===== src/rtl/if_fetch_unit_if.sv =====
// Fetch-unit bundle: control from the hazard unit, the instruction-memory handshake
// and the IF/ID-facing word. "master" is the fetch unit side, "slave" is its environment.
interface if_fetch_unit_if;
    logic        stall;
    logic        redirect;
    logic [9:0]  redirect_pc;
    logic        imem_req;
    logic [9:0]  imem_addr;
    logic        imem_rvalid;
    logic [31:0] imem_rdata;
    logic        fetch_valid;
    logic [9:0]  pc_plus4;
    logic [31:0] instr;

    modport master (
        input  stall, redirect, redirect_pc, imem_rvalid, imem_rdata,
        output imem_req, imem_addr, fetch_valid, pc_plus4, instr
    );

    modport slave (
        output stall, redirect, redirect_pc, imem_rvalid, imem_rdata,
        input  imem_req, imem_addr, fetch_valid, pc_plus4, instr
    );
endinterface


===== src/rtl/if_fetch_unit.sv =====
// Instruction-fetch producer: owns the PC, issues in-order imem requests, buffers returned
// words with their pc+4 in a small FIFO and drops wrong-path responses after a redirect.

module if_fetch_unit_chk #(
    parameter int DEPTH = 2,
    parameter int CW    = 2
) (
    input logic          clk,
    input logic          reset,
    input logic [CW-1:0] inflight,
    input logic [CW-1:0] count,
    input logic [CW-1:0] discard
);
    localparam logic [CW:0] DEPTH_W = DEPTH[CW:0];

    occupancy_bound: assert property (@(posedge clk) disable iff (reset)
        (({1'b0, inflight} + {1'b0, count}) <= DEPTH_W));

    discard_bound: assert property (@(posedge clk) disable iff (reset)
        (discard <= inflight));
endmodule

module if_fetch_unit #(
    parameter int          DEPTH     = 2,
    parameter logic [9:0]  RESET_PC  = 10'h000,
    parameter logic [31:0] NOP_INSTR = 32'h0000_0013
) (
    input logic             clk,
    input logic             reset,
    if_fetch_unit_if.master bus
);
    localparam int               CW       = $clog2(DEPTH + 1);
    localparam int               PW       = (DEPTH > 1) ? $clog2(DEPTH) : 1;
    localparam logic [CW:0]      DEPTH_W  = DEPTH[CW:0];
    localparam logic [CW-1:0]    CNT_ZERO = {CW{1'b0}};
    localparam logic [CW-1:0]    CNT_ONE  = {{(CW-1){1'b0}}, 1'b1};
    localparam logic [PW-1:0]    PTR_ZERO = {PW{1'b0}};
    localparam logic [PW-1:0]    PTR_ONE  = {{(PW-1){1'b0}}, 1'b1};
    localparam logic [PW-1:0]    PTR_LAST = PW'(DEPTH - 1);
    localparam logic [9:0]       PC_STEP  = 10'd4;

    logic [9:0]    pc_r;
    logic [9:0]    resp_pc_r;
    logic [CW-1:0] count_r;
    logic [CW-1:0] inflight_r;
    logic [CW-1:0] discard_r;
    logic [PW-1:0] rd_ptr_r;
    logic [PW-1:0] wr_ptr_r;
    logic [9:0]    fifo_pc4_r   [DEPTH];
    logic [31:0]   fifo_instr_r [DEPTH];

    logic [CW:0]   occupancy_s;
    logic          req_s;
    logic          rsp_s;
    logic          push_s;
    logic          pop_s;
    logic [9:0]    redirect_base_s;
    logic [CW-1:0] inflight_nxt_s;
    logic [CW-1:0] count_nxt_s;
    logic [CW-1:0] discard_nxt_s;
    logic          unused_low_s;

    // Pointers wrap explicitly so DEPTH need not be a power of two.
    function automatic logic [PW-1:0] ptr_inc(input logic [PW-1:0] p);
        if (p == PTR_LAST) begin
            return PTR_ZERO;
        end else begin
            return p + PTR_ONE;
        end
    endfunction

    assign unused_low_s    = ^bus.redirect_pc[1:0];
    assign redirect_base_s = {bus.redirect_pc[9:2], 2'b00};

    // Request gate counts words still in memory as well as buffered ones, so the FIFO cannot overflow.
    always_comb begin
        occupancy_s = {1'b0, inflight_r} + {1'b0, count_r};
        req_s       = !reset && !bus.redirect && (occupancy_s < DEPTH_W);
        rsp_s       = bus.imem_rvalid && (inflight_r != CNT_ZERO);
        push_s      = rsp_s && (discard_r == CNT_ZERO) && !bus.redirect;
        pop_s       = (count_r != CNT_ZERO) && !bus.stall && !bus.redirect;
    end

    // Next-state counters; a redirect turns every response still owed into a discard.
    always_comb begin
        inflight_nxt_s = inflight_r;
        count_nxt_s    = count_r;
        discard_nxt_s  = discard_r;
        case ({req_s, rsp_s})
            2'b10:   inflight_nxt_s = inflight_r + CNT_ONE;
            2'b01:   inflight_nxt_s = inflight_r - CNT_ONE;
            default: inflight_nxt_s = inflight_r;
        endcase
        case ({push_s, pop_s})
            2'b10:   count_nxt_s = count_r + CNT_ONE;
            2'b01:   count_nxt_s = count_r - CNT_ONE;
            default: count_nxt_s = count_r;
        endcase
        if (bus.redirect) begin
            discard_nxt_s = inflight_nxt_s;
        end else if (rsp_s && (discard_r != CNT_ZERO)) begin
            discard_nxt_s = discard_r - CNT_ONE;
        end else begin
            discard_nxt_s = discard_r;
        end
    end

    // PC, response PC, FIFO pointers and counters.
    always_ff @(posedge clk) begin
        if (reset) begin
            pc_r       <= RESET_PC;
            resp_pc_r  <= RESET_PC;
            count_r    <= CNT_ZERO;
            inflight_r <= CNT_ZERO;
            discard_r  <= CNT_ZERO;
            rd_ptr_r   <= PTR_ZERO;
            wr_ptr_r   <= PTR_ZERO;
        end else if (bus.redirect) begin
            pc_r       <= redirect_base_s;
            resp_pc_r  <= redirect_base_s;
            count_r    <= CNT_ZERO;
            inflight_r <= inflight_nxt_s;
            discard_r  <= discard_nxt_s;
            rd_ptr_r   <= PTR_ZERO;
            wr_ptr_r   <= PTR_ZERO;
        end else begin
            if (req_s) begin
                pc_r <= pc_r + PC_STEP;
            end
            if (push_s) begin
                resp_pc_r <= resp_pc_r + PC_STEP;
                wr_ptr_r  <= ptr_inc(wr_ptr_r);
            end
            if (pop_s) begin
                rd_ptr_r <= ptr_inc(rd_ptr_r);
            end
            count_r    <= count_nxt_s;
            inflight_r <= inflight_nxt_s;
            discard_r  <= discard_nxt_s;
        end
    end

    // FIFO storage; contents are only observed through count_r so they need no reset.
    always_ff @(posedge clk) begin
        if (push_s) begin
            fifo_pc4_r[wr_ptr_r]   <= resp_pc_r + PC_STEP;
            fifo_instr_r[wr_ptr_r] <= bus.imem_rdata;
        end
    end

    // Head of FIFO goes straight to IF/ID so a returned word is usable the cycle after it lands.
    always_comb begin
        bus.imem_req    = req_s;
        bus.imem_addr   = pc_r;
        bus.fetch_valid = (count_r != CNT_ZERO);
        if (count_r != CNT_ZERO) begin
            bus.pc_plus4 = fifo_pc4_r[rd_ptr_r];
            bus.instr    = fifo_instr_r[rd_ptr_r];
        end else begin
            bus.pc_plus4 = 10'h000;
            bus.instr    = NOP_INSTR;
        end
    end

    if_fetch_unit_chk #(
        .DEPTH (DEPTH),
        .CW    (CW)
    ) u_chk (
        .clk      (clk),
        .reset    (reset),
        .inflight (inflight_r),
        .count    (count_r),
        .discard  (discard_r)
    );
endmodule

===== src/flat_wrapper.sv =====
// flat-port wrapper written by rule: the top's interface ports become plain ports
module if_fetch_unit_flat 
#(
    parameter int          DEPTH     = 2,
    parameter logic [9:0]  RESET_PC  = 10'h000,
    parameter logic [31:0] NOP_INSTR = 32'h0000_0013
)
  (clk, reset, bus_stall, bus_redirect, bus_redirect_pc, bus_imem_rvalid, bus_imem_rdata, bus_imem_req, bus_imem_addr, bus_fetch_valid, bus_pc_plus4, bus_instr);
  if_fetch_unit_if bus_i ();
  input logic clk;
  input logic reset;
  input wire logic [$bits(bus_i.stall)-1:0] bus_stall;
  input wire logic [$bits(bus_i.redirect)-1:0] bus_redirect;
  input wire logic [$bits(bus_i.redirect_pc)-1:0] bus_redirect_pc;
  input wire logic [$bits(bus_i.imem_rvalid)-1:0] bus_imem_rvalid;
  input wire logic [$bits(bus_i.imem_rdata)-1:0] bus_imem_rdata;
  output wire logic [$bits(bus_i.imem_req)-1:0] bus_imem_req;
  output wire logic [$bits(bus_i.imem_addr)-1:0] bus_imem_addr;
  output wire logic [$bits(bus_i.fetch_valid)-1:0] bus_fetch_valid;
  output wire logic [$bits(bus_i.pc_plus4)-1:0] bus_pc_plus4;
  output wire logic [$bits(bus_i.instr)-1:0] bus_instr;
  assign bus_i.stall = bus_stall;
  assign bus_i.redirect = bus_redirect;
  assign bus_i.redirect_pc = bus_redirect_pc;
  assign bus_i.imem_rvalid = bus_imem_rvalid;
  assign bus_i.imem_rdata = bus_imem_rdata;
  assign bus_imem_req = bus_i.imem_req;
  assign bus_imem_addr = bus_i.imem_addr;
  assign bus_fetch_valid = bus_i.fetch_valid;
  assign bus_pc_plus4 = bus_i.pc_plus4;
  assign bus_instr = bus_i.instr;
  if_fetch_unit #(.DEPTH(DEPTH), .RESET_PC(RESET_PC), .NOP_INSTR(NOP_INSTR)) u_core (.clk(clk), .reset(reset), .bus(bus_i));
endmodule

===== config.mk =====
export PLATFORM = sky130hd
export DESIGN_NAME = if_fetch_unit_flat
export DESIGN_NICKNAME = d
export VERILOG_FILES = /design/src/rtl/if_fetch_unit_if.sv /design/src/rtl/if_fetch_unit.sv /design/src/flat_wrapper.sv
export SDC_FILE = /design/constraint.sdc
export NUM_CORES = 1
export LEC_CHECK = 0
export BUFFER_PORTS_ARGS = -buffer_cell sky130_fd_sc_hd__buf_2
export CAP_MARGIN = 20
export CORE_ASPECT_RATIO = 1.25
export CORE_UTILIZATION = 54
export DETAILED_ROUTE_END_ITERATION = 12
export PLACE_DENSITY = 0.9
export SYNTH_ARGS = -nofsm -noshare
export SYNTH_HDL_FRONTEND = slang
export SYNTH_HIERARCHICAL = 1
export SYNTH_SLANG_ARGS = --single-unit

===== constraint.sdc =====
create_clock -name clk -period 7.56 [get_ports clk]
set_input_delay 1.134 -clock clk [delete_from_list [all_inputs] [get_ports clk]]
set_output_delay 1.134 -clock clk [all_outputs]
set_load 0.005 [all_outputs]

## Word level (Yosys, flattened, before mapping)

Memory sizes are Yosys's and may differ from the RTL's. A register that Yosys moved wholly into a read port is not among the register bits.
Index checks and enable logic that the tools add are counted.

| storage, ports and cells | value |
|---|---|
| RAM bits | 84 |
| memories | 2 |
| bits in registers | 28 |

| cells by class | value |
|---|---|
| multiplexer cells | 18 |
| reductions and logical operators | 20 |
| magnitude comparators | 1 |
| equality and inequality tests | 4 |
| $add $sub $neg | 10 |

Memory list:

| name | depth | width | rd ports | clocked after Yosys merged registers in | write ports | RTL line | source |
|---|---|---|---|---|---|---|---|
| u_core.fifo_instr_r | 2 | 32 | 1 | 1 | 1 | if_fetch_unit.sv:50 | `logic [31:0] fifo_instr_r [DEPTH];` |
| u_core.fifo_pc4_r | 2 | 10 | 1 | 1 | 1 | if_fetch_unit.sv:49 | `logic [9:0] fifo_pc4_r [DEPTH];` |

Operator list:

| kind | number |
|---|---|
| two-way mux 10 bit | 5 |
| two-way mux 32 bit | 1 |
| adder 10 x 3 -> 10 bit (second input constant) | 2 |
| nonzero test 2 bit | 7 |
| logical AND 1 bit | 8 |
| two-way mux 1 bit | 8 |
| one-hot mux 2 bit (2 select lines) | 2 |
| subtractor 2 x 1 -> 2 bit (second input constant) | 3 |
| adder 2 x 1 -> 2 bit (second input constant) | 2 |
| equality test 2 x 1 -> 1 bit (second input constant) | 2 |
| equality test 2 bit (second input constant) | 2 |
| two-way mux 2 bit | 2 |
| adder 2 x 2 -> 3 bit | 1 |
| zero test 1 bit | 3 |
| < comparator 3 x 2 -> 1 bit (second input constant) | 1 |
| adder 1 bit (second input constant) | 2 |
| zero test 2 bit | 1 |
| OR reduction 2 bit | 1 |

## Logic depth before layout (Yosys ltp)

| depth | value |
|---|---|
| depth in word-level cells | 6 |
| mapped depth | 9 |

## Worst setup path after synthesis

No wires, ideal clock.

| path | value |
|---|---|
| kind | input to register |
| from | in bus_redirect |
| to | mem u_core.fifo_instr_r[0][0], enable pin |
| slack | 3.885 ns |
| setup time | 0.437 ns |
| stages | 4 |
| data arrival time | 3.237 ns |
| data required time | 7.123 ns |
| path through | inv_1 > clkbuf_1 > nand2_1 > nor2_1 |

| between the ends | value |
|---|---|
| cells in the longest elaborated chain, start to end | 4 |

RTL lines:

| item | RTL line | source |
|---|---|---|
| start: declaration | flat_wrapper.sv:13 | `input wire logic [$bits(bus_i.redirect)-1:0] bus_redirect;` |
| zero test 1 bit | if_fetch_unit.sv:80 | `push_s = rsp_s && (discard_r == CNT_ZERO) && !bus.redirect;` |
| logical AND 1 bit | if_fetch_unit.sv:80 |  |
| two-way mux 1 bit | if_fetch_unit.sv:145 | `if (push_s) begin` |
| two-way mux 1 bit (implied by the code) | if_fetch_unit.sv:147 | `fifo_instr_r[wr_ptr_r] <= bus.imem_rdata;` |
| end: declaration | if_fetch_unit.sv:50 |  |

No other way between the ends.

## Final worst setup path

| path | value |
|---|---|
| from | reg u_core.inflight_r[0] |
| to | out bus_imem_req |

| between the ends | value |
|---|---|
| cells in the longest elaborated chain, start to end | 3 |

RTL lines:

| item | RTL line | source |
|---|---|---|
| start: declaration | if_fetch_unit.sv:45 | `logic [CW-1:0] inflight_r;` |
| start signal: assignment | if_fetch_unit.sv:122 | `inflight_r <= inflight_nxt_s;` |
| start signal: assignment | if_fetch_unit.sv:138 | `inflight_r <= inflight_nxt_s;` |
| adder 2 x 2 -> 3 bit | if_fetch_unit.sv:77 | `occupancy_s = {1'b0, inflight_r} + {1'b0, count_r};` |
| < comparator 3 x 2 -> 1 bit | if_fetch_unit.sv:78 | `req_s = !reset && !bus.redirect && (occupancy_s < DEPTH_W);` |
| logical AND 1 bit | if_fetch_unit.sv:78 |  |
| end: declaration | flat_wrapper.sv:17 | `output wire logic [$bits(bus_i.imem_req)-1:0] bus_imem_req;` |

No other way between the ends.

==> results.md <==
* Cells on Worst Hold Path at 2
* Post-CTS Hold Buffers at 0
* Setup TNS at 0 ns
* Total of max-cap violations at 0
* Portion of synthesized cell area occupied by the leading cell type at roughly 54%
* CTS clk-pin slew, worst paths at 0.09 ns
* Global placement routability congestion at 0.766
* Power Dens Cells at between 200 and 250 mW/mm2
* Routed via count at 2,836
* Number of failing setup endpoints in the final timing report at 0
* Slew headroom at 35.7%
* Maximum clock skew at final layout at 0.0122 ns
* Count of cells resized by post-cts repair at 0
* Floorplan die area at 0.00858 mm2
* Final HPWL from detailed placement at about 5.5 mm
* Number of buffers inserted by port buffering at 94
* Library cell with the highest instance count after synthesis: edfxtp_1
* Worst skew pair latency at around 0.36 ns
* Kind of end point of the critical path: output port
* First-pass GRT wire length at 12.9 mm
* Final min period at 3.42 ns
* Global routing usage summed across all routing layers at 19.4%
* Number of enable-type register cells in the synthesized netlist at 80
* Vias per cell at 5.37
* Placement-stage worst setup slack at 4.25 ns
* Worst r2r dst: u_core/discard_r[0]
* Proportion of layout cells with a drive suffix above 1 at 27.5%
* Top cells by area, synth: edfxtp_1 54%, dfxtp_1 11%, mux2i_1 9.3%, nor2_1 4.4%, xnor2_1 3.0%
* CTS max path bufs at 2
* Number of placement rows at 36
* Final worst-path setup slack at 4.14 ns
* DRT iter0 DRCs at 81
* Number of optimization iterations in the first detailed-route pass at 4
* Total congestion overflow after global routing at 0
* Total leakage power at around 2 nW
* Highest attainable clock frequency at a little under 300 MHz
* Root Buffer Master: clkbuf_8
* Kind of launch point of the worst setup path: register
* Library cell with the largest summed area after synthesis: edfxtp_1
* Number of pins with negative max-slew slack in the final report at 0
* Post-synthesis async set-or-reset flop share at 0%
* Slack of the worst reg-to-reg path at 4.89 ns
* Die Span Y at roughly 100 um
* Top cells by count, synth: 80 x edfxtp_1, 52 x nor2_1, 41 x mux2i_1
* Period utilization at a little under half
* Routed len/inst at 15.2 um
* Pin count of the biggest net entering global routing at 42
* Dominant register cell in the synthesized netlist: edfxtp_1
* Depth of the most critical reg-to-reg path at 9
* Pin slew with the least headroom to its limit at roughly 0.96 ns
* Hold wc startpoint: u_core/rd_ptr_r
* Highest ir drop seen on vdd at between 0.15 and 0.2 mV
* Die X at 83.0 um
* I/O pin cnt at 101
* Net count reported at finish at 481
* Count of distinct cell types in the synthesized netlist at 40
* Yosys warning count at 6
* H-tree depth at 3
* RSZ-0062 raised after global routing: no
* Signed area change from the synthesized netlist to the final layout at 16.0%
* Starting density of the core at 56.2%
* Antenna fix cells at 0
* Number of sinks driven by the clock tree at 105
* Antenna-violating nets left at 0
* CP Max Fanout at 6
* Critical path required time at around 6.4 ns
* Critical register-to-register path startpoint: u_core/inflight_r[0]
* Final Hold Fails at 0
* Detailed-route DRC error count at 0
* Fraction of the yosys area taken by sequential cells at between 60% and 70%
* Post-synthesis register bit count at 105
* Outcome: finished clean
* Post-Syn Area at ~0.0044 mm2
* Antenna violations before repair at 0
* Total power of the final layout at 1.14 mW
* Worst hold path type: register to register
* TritonCTS clock tree: built
* Final Routed Wirelength at a little over 8 mm
* Vias in the first global route at 2,761
* Post-synthesis instance total at 336
* TritonCTS buffer count at 9
* Area of the core at 0.00788 mm2
* Arr. time, crit path at 2.29 ns
* Setup CP Type: register to output port
* Setup bufs post-CTS at 0
* Post-synthesis average cell area at roughly 13 um2
-- stage by stage --
stage	utilization [%]	area (um2)	hold WS, ns	instances
6_report	65.2	5140	0.515	528
2_1_floorplan	-	4440	0.478	339
4_1_cts	64.9	5110	0.523	527
3_5_place_dp	62.9	4960	0.511	511
5_1_grt	65.2	5140	0.554	528
3_3_place_gp	62.9	4960	0.480	511
-- flip-flops by register name (all words and copies together) (netlist names), named ones only --
signal and cells:
u_core/wr_ptr_r 1, u_core/rd_ptr_r 1, u_core/fifo_pc4_r 16, u_core/count_r 2, u_core/bus.imem_addr 8, u_core/fifo_instr_r 64, u_core/inflight_r 2, u_core/discard_r 2
u_core/resp_pc_r 8
-- routing by layer --
metal / up-vias / global-route usage, % / routed length [um] / part of all wire (%)
li1: 1369 / - / - / -
met2: 90 / 34.2 / 4160 / 52
met3: 12 / 3.17 / 337 / 4.2
met5: - / 0 / 0 / 0
met1: 1365 / 22.6 / 3350 / 42
met4: 0 / 11.8 / 200 / 2.5
-- power breakdown --
part / switching (mW) / internal [mW] / total [mW] / leakage (nW)
combinational: 0.0867 / 0.0670 / 0.154 / 0.939
clock: 0.174 / 0.121 / 0.295 / 0.0818
sequential: 0.0257 / 0.661 / 0.687 / 0.930
-- worst max-delay path, stage by stage, from the launching register on --
cell and delay [ns]:
dfxtp_1 0.47, and2_2 0.19, fa_1 0.42, nor2_1 0.40, nand2_1 0.24, inv_1 0.09, buf_2 0.10
-- worst max-delay path by stage --
stage | startpoint | to | slack, ns | cells past startpoint
6_report | u_core/inflight_r[0] | bus_imem_req | 4.14 | 6
5_1_grt | u_core/inflight_r[0] | bus_imem_req | 4.04 | 6
4_1_cts | u_core/inflight_r[0] | bus_imem_req | 4.15 | 6
3_5_place_dp | bus_redirect | u_core/fifo_instr_r[0][1] | 4.25 | 4
3_3_place_gp | bus_redirect | u_core/fifo_instr_r[0][1] | 4.28 | 4
2_1_floorplan | bus_redirect | u_core/fifo_instr_r[0][0] | 3.89 | 4
-- logic make-up (layout without fill, tap and decap cells) --
| family | count (synthesis) | after routing | share of synthesized area, % |
|---|---|---|---|
| buffers and inverters | 32 | 126 | 3.47 |
| adder cells (fa/ha/maj) | 6 | 6 | 1.86 |
| multiplexers | 41 | 41 | 9.26 |
| AND/OR/NAND/NOR | 85 | 85 | 8.75 |
| flip-flops | 105 | 105 | 65.5 |
| other | 1 | 4 | 0.0846 |
| XOR/XNOR | 26 | 26 | 5.14 |
| AO/OA/AOI/OAI | 40 | 40 | 5.96 |
-- layout by cell type (no fill, tap or decap), types with 4 or more instances in the layout --
master | netlist | routed
mux2i_1 | 41 | 41
buf_2 | 6 | 94
nand4_1 | 5 | 5
edfxtp_1 | 80 | 80
clkbuf_8 | 0 | 9
xnor2_1 | 15 | 15
a21oi_1 | 14 | 14
conb_1 | 1 | 4
xor2_1 | 11 | 11
a21boi_0 | 4 | 4
nor2_1 | 52 | 50
ha_1 | 5 | 5
a21boi_1 | 8 | 8
clkbuf_1 | 7 | 4
nand3_1 | 4 | 4
dfxtp_1 | 25 | 24
inv_1 | 13 | 13
nand2_1 | 10 | 10
-- cell type report --
class / instances / area [um2]
clock buffers: 13 / 139
repair buffers: 97 / 513
fillers: 589 / 2740
multi-input cells: 202 / 1400
well taps: 95 / 119
clock inverters: 3 / 18.8
flip-flops and latches: 105 / 2900
inverters: 13 / 48.8
(Power assumes the default switching activity.)
